**config.mk**
```make
export PLATFORM = sky130hd
export DESIGN_NAME = vigna_bus_arbiter
export DESIGN_NICKNAME = d
export VERILOG_FILES = /design/src/rtl/vigna_bus_arbiter.sv
export SDC_FILE = /design/constraint.sdc
export NUM_CORES = 1
export LEC_CHECK = 0
export CAP_MARGIN = 20
export CORE_AREA = 10 10 154 156
export CTS_BUF_LIST = sky130_fd_sc_hd__clkbuf_8
export CTS_CLUSTER_SIZE = 16
export DETAILED_ROUTE_END_ITERATION = 7
export DIE_AREA = 0 0 164 166
export DONT_BUFFER_PORTS = 1
export HOLD_SLACK_MARGIN = 0.15
export PLACE_DENSITY = 0.3
export SLEW_MARGIN = 15
export SYNTH_ARGS = -nofsm -noshare
export SYNTH_HDL_FRONTEND = slang
export SYNTH_SLANG_ARGS = --single-unit
```
**constraint.sdc**
```tcl
create_clock -name clk -period 2.34 [get_ports clk]
set_clock_uncertainty 0.05 [all_clocks]
set_input_delay 0.351 -clock clk [delete_from_list [all_inputs] [get_ports clk]]
set_output_delay 0.351 -clock clk [all_outputs]
set_load 0.02 [all_outputs]
```
**src/rtl/vigna_bus_arbiter.sv**
```systemverilog
// Round-robin N-master arbiter for the vigna valid/ready bus: 1-cycle grant, then one dead IDLE cycle after each transaction.
// No backpressure beyond the bus handshake: a granted master holds m_valid until m_ready; the optional watchdog ends stuck transfers with m_err.
module vigna_bus_arbiter #(
    parameter int N       = 4,
    parameter int TIMEOUT = 0
) (
    input  logic                   clk,
    input  logic                   reset,
    input  logic [N-1:0]           m_valid,
    output logic [N-1:0]           m_ready,
    input  logic [32*N-1:0]        m_addr,
    input  logic [32*N-1:0]        m_wdata,
    input  logic [4*N-1:0]         m_wstrb,
    output logic [31:0]            m_rdata,
    output logic [N-1:0]           m_err,
    output logic                   s_valid,
    input  logic                   s_ready,
    output logic [31:0]            s_addr,
    output logic [31:0]            s_wdata,
    output logic [3:0]             s_wstrb,
    input  logic [31:0]            s_rdata,
    output logic                   busy,
    output logic [$clog2(N)-1:0]   grant
);

    localparam int GW = $clog2(N);
    localparam int WW = (TIMEOUT > 0) ? $clog2(TIMEOUT + 1) : 1;
    localparam logic [WW-1:0] TMO_VAL = WW'(TIMEOUT);
    localparam logic [GW-1:0] LAST_RST = GW'(N - 1);

    typedef enum logic {
        IDLE = 1'b0,
        BUSY = 1'b1
    } state_t;

    state_t          state_q, state_d;
    logic [GW-1:0]   grant_q, grant_d;
    logic [GW-1:0]   last_q, last_d;
    logic [WW-1:0]   wcnt_q, wcnt_d;
    logic            cool_q, cool_d;

    logic            win_found;
    logic [GW-1:0]   win_idx;
    logic            gnt_vld;
    logic            tmo;

    // Rotating priority: the master after the last one served is looked at first.
    always_comb begin
        win_found = 1'b0;
        win_idx   = '0;
        for (int k = 1; k <= N; k++) begin
            if (!win_found && m_valid[(int'(last_q) + k) % N]) begin
                win_found = 1'b1;
                win_idx   = GW'((int'(last_q) + k) % N);
            end
        end
    end

    assign gnt_vld = m_valid[grant_q];
    assign tmo     = (TIMEOUT != 0) && (state_q == BUSY) && (wcnt_q == TMO_VAL);

    always_comb begin
        state_d = state_q;
        grant_d = grant_q;
        last_d  = last_q;
        wcnt_d  = wcnt_q;
        cool_d  = 1'b0;
        m_ready = '0;
        m_err   = '0;
        m_rdata = '0;
        s_valid = 1'b0;
        s_addr  = '0;
        s_wdata = '0;
        s_wstrb = '0;

        case (state_q)
            IDLE: begin
                // cool_q marks the single idle cycle that follows every transaction.
                if (!cool_q && win_found) begin
                    grant_d = win_idx;
                    wcnt_d  = '0;
                    state_d = BUSY;
                end
            end
            BUSY: begin
                s_addr  = m_addr[32*int'(grant_q) +: 32];
                s_wdata = m_wdata[32*int'(grant_q) +: 32];
                s_wstrb = m_wstrb[4*int'(grant_q) +: 4];
                s_valid = gnt_vld & ~tmo;
                if (!gnt_vld) begin
                    // Master withdrew mid-transfer: abort silently.
                    last_d  = grant_q;
                    cool_d  = 1'b1;
                    state_d = IDLE;
                end else if (tmo) begin
                    m_ready[grant_q] = 1'b1;
                    m_err[grant_q]   = 1'b1;
                    last_d  = grant_q;
                    cool_d  = 1'b1;
                    state_d = IDLE;
                end else if (s_ready) begin
                    m_ready[grant_q] = 1'b1;
                    m_rdata = s_rdata;
                    last_d  = grant_q;
                    cool_d  = 1'b1;
                    state_d = IDLE;
                end else if ((TIMEOUT != 0) && (wcnt_q != TMO_VAL)) begin
                    wcnt_d = wcnt_q + 1'b1;
                end
            end
            default: state_d = IDLE;
        endcase
    end

    always_ff @(posedge clk) begin
        if (reset) begin
            state_q <= IDLE;
            grant_q <= '0;
            last_q  <= LAST_RST;
            wcnt_q  <= '0;
            cool_q  <= 1'b0;
        end else begin
            state_q <= state_d;
            grant_q <= grant_d;
            last_q  <= last_d;
            wcnt_q  <= wcnt_d;
            cool_q  <= cool_d;
        end
    end

    assign busy  = (state_q == BUSY);
    assign grant = grant_q;

endmodule

```
### Word-level counts from Yosys, hierarchy flattened

Index checks and enable logic that the tools add are counted.

| storage, ports and cells | value |
|---|---|
| bits in registers | 6 |
| latch bits | 0 |
| memory bits (writable) | 0 |
| ROM bits | 0 |
| input port bits | 311 |
| output and inout port bits | 112 |
| logic and storage cells | 81 |
| memories kept | 0 |

| cells by class | value |
|---|---|
| $add $sub $neg | 4 |
| multipliers | 0 |
| div/mod/pow operators | 0 |
| order comparisons | 6 |
| equality and inequality tests | 1 |
| shifts and indexed selects | 3 |
| mux-type cells | 42 |
| bitwise gates (word level) | 5 |
| reduce and logical (&&, ||, !) cells | 16 |

Operators by type and width:

| operator | number |
|---|---|
| $shiftx 128x8->32 | 2 |
| $mux 32 | 5 |
| $mux 1 | 20 |
| $lt 3x4->1 const B | 4 |
| $mux 4 | 4 |
| $shiftx 16x5->4 | 1 |
| $mux 2 | 6 |
| $bmux 1 s2 | 5 |
| $reduce_or 2->1 | 5 |
| $logic_and 1x1->1 | 5 |
| $add 2x1->2 const B | 2 |
| $add 2x2->2 const B | 2 |
| $and 1x1->1 const A | 4 |
| $logic_not 1->1 | 4 |
| $reduce_and 2->1 | 2 |
| $lt 2x3->1 const B | 1 |
| $demux 1 s2 | 1 |
| $ge 2x1->1 const B | 1 |
| $ne 2x2->1 const B | 1 |
| $pmux 1 s2 | 1 |
| $not 1->1 | 1 |

### Logic depth before layout (Yosys ltp)

| depth | value |
|---|---|
| word-level depth | 19 |
| depth in mapped cells | 7 |
| mapped depth without buffers | 4 |

### Least setup slack after synthesis

Ideal clock, no wire load.

| path | value |
|---|---|
| path kind | reg-to-output |
| start | register grant_q[0] (netlist: grant[0]) |
| end | output s_wdata[10] |
| data arrival time | 1.761 ns |
| data required time | 1.939 ns |
| path slack | 0.178 ns |
| cell stages (with the launch flop) | 6 |
| buffers on the path | 3 |
| path through | dfxtp_1 buf_2 buf_4 buf_4 mux4_2 and2_1 |

| on the way | value |
|---|---|
| cells in the longest elaborated chain, start to end | 2 |

Ends and longest elaborated chain:

| element | RTL line | RTL |
|---|---|---|
| start: declaration | 37 | `logic [GW-1:0] grant_q, grant_d;` |
| start signal: assignment | 124 | `grant_q <= grant_d;` |
| $shiftx 128x8->32 | 87 | `s_wdata = m_wdata[32*int'(grant_q) +: 32];` |
| $mux 32 | 76 | `case (state_q)` |
| end: declaration | 19 | `output logic [31:0] s_wdata,` |

Every way passes these cells.

### Worst setup path in the final report

| path | value |
|---|---|
| start | register grant_q[0] (netlist: grant[0]) |
| end | output s_addr[26] |

| on the way | value |
|---|---|
| cells in the longest elaborated chain, start to end | 2 |

Ends and longest elaborated chain:

| element | RTL line | RTL |
|---|---|---|
| $shiftx 128x8->32 | 86 | `s_addr = m_addr[32*int'(grant_q) +: 32];` |
| $mux 32 | 76 |  |
| end: declaration | 18 | `output logic [31:0] s_addr,` |

Every way passes these cells.

==> flow_metrics.tcl <==
set metrics [dict create \
    std_cell_rows 53 \
    postRouteAntennaNets 0 \
    grt_pass1_vias 2592 \
    cts_root_buf "clkbuf_8" \
    die-area_mm2 0.02722 \
    grt_util_met3 0.05354 \
    grt_util_met2 0.1768 \
    min_period_over_period 0.9491 \
    drv_cap 0 \
    synth_seq_area_share 0.04344 \
    critPathTopFamily "multiplexers" \
    syn_inst 251 \
    start_util 0.1336 \
    start_kind "register" \
    worstPathArrival_ns 1.82 \
    grtUsageTotal 0.09838 \
    status "complete, no violations" \
    die_h_um 166 \
    worst_pin_slew_ns 0.7033 \
    cts_sinks 6 \
    layout_commonest_cell "and2_1" \
    crit_slowest_cell "mux4_2" \
    area_delta_synth_final_pct 11.13 \
    peakVddDrop_v 0.0001730 \
    routedWlPerCell_um 29.85 \
    vias_per_cell 4.603 \
    rsz0062_at_grt "false" \
    regToRegStartpoint "busy$_SDFF_PP0_" \
    worstPathRequired_ns 1.94 \
    ios 423 \
    antenna_found_initial 1 \
    clkSlewWorstSetupHoldPaths_ns 0.04 \
    critPathCaptureType "primary output" \
    avgSynthCellArea_um2 11.02 \
    cts_tree "built" \
    max_freq_mhz 450.3 \
    tns_ns 0 \
    cts_max_level 1 \
    worstSkewPairLatency_ns 0.23 \
    hpwl_mm 13.80 \
    crit_buf_inv 1 \
    drtIter0Drc 175 \
    route.vias.total 2343 \
    grt_max_degree 48 \
    die_w_um 164 \
    coreArea_mm2 0.02069 \
    drc 0 \
    crit_fanout 47 \
    final_cell_mix "100 x and2_1, 69 x mux4_2, 7 x nor2_1, 7 x buf_4, 5 x inv_1" \
    slowest_delay_ns 0.56 \
    gr-total-overflow 0 \
    drive_gt1_frac 0.3691 \
    path_class "register to primary output" \
    ys_warn_count 0 \
    gp_congestion 0.7687 \
    fin_crit_ns 2.221 \
    busiest_layer "met2" \
    slew_violations 0 \
    min_from "reset" \
    clockBufferDepth 2 \
    p_per_area_mw_per_mm2 477.8 \
    ys_ff_latch 6 \
    wl_mm 15.20 \
    hold_violations 0 \
    grtUsageMet1 0.1005 \
    max_slew_margin 0.5280 \
    crit_chain "buf_12 -> mux4_2 -> and2_1" \
    syn_area_mm2 0.002765 \
    drt_first_pass_iters 4 \
    fin_nets 545 \
    io_buffer_count 0 \
    cts_made_buffers 3 \
    fin_hold_ws_ns 0.1788 \
    crit_start "grant[0]$_SDFFE_PP0P_" \
    setup_viol 0 \
    grt_first_pass_wirelength_mm 20.62 \
    ys_types 28 \
    hold_class "input port to register" \
    cellLeakagePower_nw 0.9430 \
]
[power breakdown]
| group | leakage, nW | internal (mW) | switching [mW] |
|---|---|---|---|
| Combinational | 0.865 | 0.519 | 0.638 |
| Clock | 0.0269 | 0.113 | 0.0534 |
| Sequential | 0.0512 | 0.119 | 0.0253 |
| Total | 0.943 | 0.752 | 0.716 |
[final timing paths]
check | end | slack (ns) | cells past startpoint
setup / recovery | s_addr[26] | 0.12 | 3
hold / removal | last_q[0]$_SDFFE_PP1P_ | 0.18 | 1
setup reg to reg | grant[1]$_SDFFE_PP0P_ | 0.61 | 4
hold reg to reg | grant[1]$_SDFFE_PP0P_ | 0.51 | 2
[area by class of cell]
type / count / area, um^2
well taps: 275 / 344.1
inverters: 4 / 15.01
multi-input cells: 209 / 2444
clock buffers: 3 / 41.29
diodes: 1 / 2.502
clock inverters: 1 / 3.754
fillers: 2375 / 17620
flip-flops and latches: 6 / 128.9
repair buffers: 10 / 93.84
[what timing repair did]
action,4_1_cts,5_1_grt
endpoints found under the hold margin,4,0
resized for setup,2,1
setup buffers,0,0
hold buffers,1,0
setup endpoints to repair,63,3
cloned,0,0
[routing by layer]
| metal | routed length, um | up-vias |
|---|---|---|
| met5 | 0 | - |
| met2 | 7818 | 244 |
| met3 | 2383 | 8 |
| met4 | 85 | 0 |
| met1 | 4907 | 1168 |
| li1 | - | 923 |
[state kept, by name, summed over array words and instances (netlist names)]
signal,cells
grant,2
last_q,2
busy,1
cool_q,1
[kinds of logic after synthesis]
kind of cell	after synthesis	share of synthesized area
other	1	0.001356
buffers and inverters	39	0.07873
multiplexers	74	0.5805
AND/OR/NAND/NOR	117	0.2557
AO/OA/AOI/OAI	14	0.04027
flip-flops	6	0.04344
[stage by stage]
| stage | total power, mW | setup WS (ns) | cells | util | instance area (um^2) |
|---|---|---|---|---|---|
| after floorplan | 1.171 | 0.1777 | 254 | - | 2776 |
| after global placement | 1.314 | 0.1997 | 503 | 0.1453 | 3007 |
| after detailed placement | 1.314 | 0.1028 | 503 | 0.1453 | 3007 |
| after CTS | 1.495 | 0.04499 | 508 | 0.1482 | 3067 |
| after global routing | 1.569 | 0.01381 | 508 | 0.1484 | 3070 |
| final | 1.468 | 0.1192 | 509 | 0.1485 | 3073 |
[synthesized netlist by cell type (all sizes together)]
master / n / area share
mux2i: 4 / 0.014
clkbuf: 10 / 0.014
nand3: 1 / 0.0018
mux2: 1 / 0.0041
o31a: 1 / 0.0032
o31ai: 1 / 0.0027
conb: 1 / 0.0014
nand2b: 2 / 0.0045
inv: 4 / 0.0054
nand2: 3 / 0.0041
a221o: 2 / 0.0072
a21oi: 1 / 0.0018
a31oi: 1 / 0.0023
nor2: 7 / 0.0095
buf: 25 / 0.060
a21o: 2 / 0.0054
o22a: 1 / 0.0032
dfxtp: 6 / 0.043
mux4: 69 / 0.56
o21ai: 1 / 0.0018
and3: 3 / 0.0068
o221ai: 1 / 0.0032
and2: 100 / 0.23
a311oi: 3 / 0.0095
nor3b: 1 / 0.0027
Note: power is estimated with default switching activity, not from simulation.
